--- src/rtl/mips_pkg.sv ---
// +----------------------------------------------------------------------+
// | mips_pkg                                                             |
// | Shared pipeline widths, forwarding-select codes and payload types.   |
// | Revision: 1.0                                                        |
// +----------------------------------------------------------------------+
`default_nettype none

package mips_pkg;
  localparam int REG_ADDR_W = 5;
  localparam int WORD_W     = 32;

  localparam logic [1:0] FWD_NONE = 2'b00;
  localparam logic [1:0] FWD_WB   = 2'b01;
  localparam logic [1:0] FWD_MEM  = 2'b10;

  typedef struct packed {
    logic                  regwrite;
    logic                  memtoreg;
    logic                  memwrite;
    logic [WORD_W-1:0]     aluout;
    logic [WORD_W-1:0]     writedata;
    logic [REG_ADDR_W-1:0] writereg;
  } ex_mem_t;

  typedef struct packed {
    logic                  regwrite;
    logic                  memtoreg;
    logic [WORD_W-1:0]     readdata;
    logic [WORD_W-1:0]     aluout;
    logic [REG_ADDR_W-1:0] writereg;
  } mem_wb_t;
endpackage

`default_nettype wire

--- src/rtl/data_memory.sv ---
// +----------------------------------------------------------------------+
// | data_memory                                                          |
// | Word-addressed data RAM: synchronous write, asynchronous read.       |
// | Revision: 1.0                                                        |
// +----------------------------------------------------------------------+
`default_nettype none

module data_memory #(
  parameter int DEPTH_LOG2 = 6,
  parameter int DATA_W     = 32
) (
  input  logic                  clk,
  input  logic                  we,
  input  logic [DEPTH_LOG2-1:0] addr,
  input  logic [DATA_W-1:0]     wd,
  output logic [DATA_W-1:0]     rd
);
  logic [DATA_W-1:0] r_mem [2**DEPTH_LOG2];

  always_ff @(posedge clk) begin
    if (we) begin
      r_mem[addr] <= wd;
    end
  end

  assign rd = r_mem[addr];
endmodule

`default_nettype wire

--- src/rtl/memory_stage.sv ---
// +----------------------------------------------------------------------+
// | memory_stage                                                         |
// | EX/MEM register, data memory access and MEM/WB register.             |
// | Revision: 1.0                                                        |
// +----------------------------------------------------------------------+
`default_nettype none

module memory_stage
  import mips_pkg::*;
#(
  parameter int DEPTH_LOG2 = 6,
  parameter int DATA_W     = 32
) (
  input  logic                  clk,
  input  logic                  rst,
  input  logic                  RegWriteE,
  input  logic                  MemtoRegE,
  input  logic                  MemWriteE,
  input  logic [DATA_W-1:0]     ALUOutE,
  input  logic [DATA_W-1:0]     WriteDataE,
  input  logic [REG_ADDR_W-1:0] WriteRegE,
  output logic [DATA_W-1:0]     ALUOutM,
  output logic [REG_ADDR_W-1:0] WriteRegM,
  output logic                  RegWriteM,
  output logic                  MemtoRegM,
  output logic                  AlignErrM,
  output logic [DATA_W-1:0]     ResultW,
  output logic [REG_ADDR_W-1:0] WriteRegW,
  output logic                  RegWriteW
);
  ex_mem_t           r_exmem;
  mem_wb_t           r_memwb;
  logic [DATA_W-1:0] w_readdata;
  logic              w_alignerr;
  logic              w_we;

  always_ff @(posedge clk) begin
    if (rst) begin
      r_exmem <= '0;
    end else begin
      r_exmem <= '{regwrite:  RegWriteE,
                   memtoreg:  MemtoRegE,
                   memwrite:  MemWriteE,
                   aluout:    ALUOutE,
                   writedata: WriteDataE,
                   writereg:  WriteRegE};
    end
  end

  assign w_alignerr = (r_exmem.memwrite | r_exmem.memtoreg) & (r_exmem.aluout[1:0] != 2'b00);
  // A store caught by reset at its MEM edge must not land in memory.
  assign w_we       = r_exmem.memwrite & ~w_alignerr & ~rst;

  data_memory #(
    .DEPTH_LOG2(DEPTH_LOG2),
    .DATA_W    (DATA_W)
  ) u_dmem (
    .clk (clk),
    .we  (w_we),
    .addr(r_exmem.aluout[DEPTH_LOG2+1:2]),
    .wd  (r_exmem.writedata),
    .rd  (w_readdata)
  );

  always_ff @(posedge clk) begin
    if (rst) begin
      r_memwb <= '0;
    end else begin
      r_memwb <= '{regwrite: r_exmem.regwrite & ~(r_exmem.memtoreg & w_alignerr),
                   memtoreg: r_exmem.memtoreg,
                   readdata: w_readdata,
                   aluout:   r_exmem.aluout,
                   writereg: r_exmem.writereg};
    end
  end

  assign ALUOutM   = r_exmem.aluout;
  assign WriteRegM = r_exmem.writereg;
  assign RegWriteM = r_exmem.regwrite;
  assign MemtoRegM = r_exmem.memtoreg;
  assign AlignErrM = w_alignerr;

  assign ResultW   = r_memwb.memtoreg ? r_memwb.readdata : r_memwb.aluout;
  assign WriteRegW = r_memwb.writereg;
  assign RegWriteW = r_memwb.regwrite;
endmodule

`default_nettype wire

--- config.mk ---
export PLATFORM = sky130hd
export DESIGN_NAME = memory_stage
export DESIGN_NICKNAME = d
export VERILOG_FILES = /design/src/rtl/mips_pkg.sv /design/src/rtl/data_memory.sv /design/src/rtl/memory_stage.sv
export SDC_FILE = /design/constraint.sdc
export NUM_CORES = 2
export LEC_CHECK = 0
export CORE_MARGIN = 2
export CORE_UTILIZATION = 50
export DETAILED_ROUTE_END_ITERATION = 7
export DONT_BUFFER_PORTS = 1
export PLACE_DENSITY = 0.68
export RECOVER_POWER = 50
export SYNTH_ARGS = -nofsm -noshare
export SYNTH_HDL_FRONTEND = slang
export SYNTH_HIERARCHICAL = 1
export SYNTH_SLANG_ARGS = --single-unit
--- constraint.sdc ---
create_clock -name clk -period 3.8 [get_ports clk]
set_input_delay 0.38 -clock clk [delete_from_list [all_inputs] [get_ports clk]]
set_output_delay 0.38 -clock clk [all_outputs]
set_load 0.05 [all_outputs]
# Word-level counts from Yosys, hierarchy flattened
# Memories as Yosys holds them, arrays and structs flattened. A register that Yosys moved wholly into a read port is not among the register bits.
# Index checks and enable logic that the tools add are counted.
dict set report classes {
  mux 3
  bitwise 9
  n_reduce_logical 1
}
# op n
set op_table {}
lappend op_table {{$mux 32} 1}
lappend op_table {{$and 1x1->1} 5}
lappend op_table {{$not 1->1} 3}
lappend op_table {{$mux 1} 2}
lappend op_table {{$reduce_bool 2->1} 1}
lappend op_table {{$or 1x1->1} 1}
dict set report totals {
  register_bits 111
  mem_bits_rw 2048
  in_bits 74
  out_inout_bits 78
  wordCells 24
  memories 1
}
# memory words word_bits read_ports rd_ports_with_merged_regs write_ports line
set mem_list {}
lappend mem_list {u_dmem.r_mem 64 32 1 1 1 data_memory.sv:18} ;# logic [DATA_W-1:0] r_mem [2**DEPTH_LOG2];

# Depth between registers and ports, before layout
dict set report depth {
  depth_word 7
  depth_mapped 14
  mapped_depth_nobuf 7
}

# By module
# The synthesis kept the hierarchy.
# mod n_inst cells_each area_per_inst_um2 seq_area_each_um2
set modules_own_cells {}
lappend modules_own_cells {data_memory 1 4207 78287.6 61499.0}
lappend modules_own_cells {memory_stage 1 383 4778.3 2862.7}

# Worst setup path after synthesis
# Ideal clock, no wire load.
dict set report synth_timing {
  path_type {flip-flop to flip-flop}
  start {register r_exmem (netlist bit ALUOutM[4])}
  end {memory u_dmem.r_mem[12][0] (enable)}
  setup_ns 0.421
  arrival_time_ns 3.183
  t_required_ns 3.379
  setup_slack_ns 0.196
  path_stages_with_launch 9
  n_path_buf 6
  period_less_slack_ns 3.604
  path_cell_list {dfxtp_1 > buf_2 > buf_2 > buf_2 > buf_2 > buf_2 > buf_2 > nand3_1 > nor2_1}
}
# element line
set synth_lines {}
lappend synth_lines {{start: declaration} memory_stage.sv:31} ;# ex_mem_t r_exmem;
lappend synth_lines {{start signal: assignment} memory_stage.sv:41} ;# r_exmem <= '{regwrite: RegWriteE,
lappend synth_lines {{end: declaration} data_memory.sv:18}
# No word-level cell before the write port.

==> qor.yml <==
outcome:
  status: "complete, but fails checks"
  failed_checks: "max-capacitance violations, max-slew violations, negative setup slack"
sta:
  setup_viol_count_final: 1
  maxSlewHeadroom_pct: -129.4
  fin_skew_ns: 0.04567
  final.period_utilization_pct: 100.1
  hold_viol_final: 0
  layout_min_cycle_time_ns: 3.804
  tns_ns: -0.004377
  max_clock_freq_mhz: 262.9
  tightest_slew_ns: 3.441
  final_max_slew_viol_count: 1090
  finalWorstSetupSlack_ns: -0.004377
critical_path:
  reg2reg_from: "ALUOutM[2]"
  arrival_ns: 4.53
  crit_type: "reg -> reg"
  startpoint: "ALUOutM[2]"
  path_cells: "buf_12 -> nand2_1 -> buf_4 -> o22ai_1 -> a21oi_1 -> o21ai_0 -> a22oi_1 -> nand3_1 -> nor2b_1 -> dlygate4sd3_1"
  critPathRequiredTime_ns: 4.53
  critPathLaunchType: "register"
  end_kind: "register"
  path_max_fanout: 22
  max_stage_delay_ns: 0.60
  cp_slowest_cell: "a22oi_1"
finish:
  drive_gt1_share_pct: 19.58
  synthToLayoutAreaGrowth_pct: 15.78
  layout.nets: 4996
  stdcell_count: 7296
routing:
  wl_per_cell_um: 34.21
  vias_per_cell: 6.631
  dr_total_vias: 48378
  ant_nets: 0
  wl_um: 249600
  drc: 0
  dr.pass1.iters: 6
  first_iter_violations: 8397
pwr:
  max-vdd-ir-drop_mv: 0.5334
  total_power_mw: 49.41
  p_per_area_nw_per_um2: 513.8
  leakage_nw: 33.87
clocking:
  cts_buffers: 207
  cts_max_level: 4
  clock_latency_ns: 0.86
  cts_root_buf: "clkbuf_16"
  cts_buffer_depth: 3
  clk_pin_slew_ns: 0.07
  numClockSinks: 2191
  cts_tree: "yes"
floorplan:
  start_util_pct: 50.35
  rows: 149
  dieArea_um2: 169400
  core_um2: 165000
  die_h_um: 411.6
  dieWidth_um: 411.6
  io_pins: 152
placement:
  port_buffers: 0
  place_ws_ns: -0.2615
  placed_cells: 6755
  dp_hpwl_um: 150900
  gp_congestion: 0.9323
synth:
  syn-num-nets: 4664
  yosysSeqAreaShare_pct: 77.48
  yosysTopAreaCellShare_pct: 74.04
  synth_top_area_cell: "edfxtp_1"
  yosysWarningCount: 6
  synth_edf_count: 2048
  ys.flop_type: "edfxtp_1"
  yosys-top-cells-area: "edfxtp_1 (74%), dfxtp_1 (3.4%), mux2i_1 (3.1%), mux4_2 (2.6%), mux2_2 (2.0%)"
  syn_inst: 4590
  avgSynthCellArea_um2: 18.10
  yosysUniqueCellTypes: 57
  ys_async_sr_fraction_pct: 0
  syn-cell-area_um2: 83070
  ys_ff_latch: 2191
min_path:
  hp-start: "rst"
  worstHoldPathType: "in -> reg"
global_routing:
  overflow: 0
  antenna_found_initial: 23
  track_usage_pct: 28.97
  grt_start_max_net_pins: 95
  grt_pass1_wl_um: 347000
  grt_pass1_vias: 45380
run:
  maxCapViolations: 25
[through the flow]
step / hold WS [ns] / utilization [%] / instance area (µm²)
after floorplan: 0.4394 / - / 83070
after global placement: 0.4663 / 53.40 / 88110
after detailed placement: 0.4651 / 53.40 / 88110
after CTS: 0.1106 / 58.28 / 96150
after global routing: 0.1296 / 58.28 / 96160
final: 0.1481 / 58.29 / 96170
[cells by family (layout without fill, tap and decap cells)]
kind of cell           Yosys count  in the layout  share of synthesized area, %
flip-flops                    2191           2191                         77.48
AO/OA/AOI/OAI                  935            935                         8.247
multiplexers                   534            534                         8.286
buffers and inverters          362            874                         2.228
other                            0              5                             0
AND/OR/NAND/NOR                568            568                         3.757
[layout by cell type (no fill, tap or decap), types with 39 or more instances in the layout]
cell and n:
edfxtp_1 2048, o22ai_1 93, nor2_4 67, o21ai_0 83
buf_4 251, mux4_2 96, a22o_1 66, buf_12 77
clkbuf_1 70, and3_1 85, dlygate4sd3_1 141, nor2b_1 144
a221oi_1 175, clkinv_1 39, a31oi_1 43, nor2_1 77
clkbuf_16 214, mux2i_1 259, dfxtp_1 137, nand3_1 52
a21oi_1 120, a22oi_1 186, mux2_2 149, o22a_1 71
[layer usage]
| layer | track usage (%) | vias to the layer above | share of wire [%] |
|---|---|---|---|
| met2 | 44.32 | 3642 | 46 |
| met3 | 7.015 | 526 | 13 |
| li1 | - | 19362 | - |
| met5 | 0 | - | 0.033 |
| met1 | 40.53 | 24836 | 37 |
| met4 | 10.73 | 12 | 4.1 |
[synthesized netlist by cell type (12+ instances only)]
cell	number
or4b_1	14
buf_2	90
mux2_4	30
a221o_1	15
buf_1	33
a2111oi_0	15
nor2_1	145
clkbuf_1	168
buf_4	50
a22o_1	66
or4_1	15
and3_1	85
buf_6	12
nor4_1	14
nand2b_1	18
a221oi_1	175
nor3_1	22
nand2_1	28
dfxtp_1	143
o21ai_0	85
o22a_1	71
o2bb2ai_1	15
o22ai_1	93
a211oi_1	17
a222oi_1	16
mux4_2	96
mux2i_1	259
nor2b_1	150
edfxtp_1	2048
nand3_1	54
a21oi_1	121
mux2_2	149
a22oi_1	188
a31oi_1	43
[state kept, by name (all words and copies together), names as in the netlist, 5 cells and up]
register      flops
ALUOutM          32
WriteRegM         5
WriteRegW         5
r_exmem          33
r_memwb          65
u_dmem/r_mem   2048
[area by class of cell]
type	count	area, µm²
repair buffers	483	4932
flip-flops and latches	2191	64380
multi-input cells	2037	17480
clock inverters	97	798.3
diodes	5	12.51
inverters	2	20.02
clock buffers	292	5808
fillers	11950	68820
well taps	2189	2739
[worst max-delay path: cells and delay by family (launching register included)]
family                 cells  cell delay, ns
AOI/OAI and AO/OA          4            1.23
buffers and inverters      3            1.17
DFF                        1            0.46
and+or+nand+nor            3            0.75
[report_power, final]
group | switching, mW | leakage (nW) | internal [mW]
combinational | 1.59 | 8.12 | 0.814
sequential | 0.401 | 22.5 | 26.5
clock | 9.00 | 3.24 | 11.2
[path summary, 6_finish.rpt]
kind	to	cells after the start	slack, ns
hold / removal	r_memwb[51]	2	0.15
setup reg to reg	r_memwb[49]	10	-0.004
setup / recovery	r_memwb[49]	10	-0.004
hold reg to reg	u_dmem/r_mem[43][16]	0	0.66
[what timing repair did]
item / CTS / global route
buffers inserted: 0 / 5
cloned: 0 / 0
hold buffers: 142 / 0
hold endpoints to repair: 143 / 0
pin swaps: 0 / 0
setup endpoints to repair: 1 / 10
gates resized for setup: 1 / 14
Power figures use the tool's default switching activity.
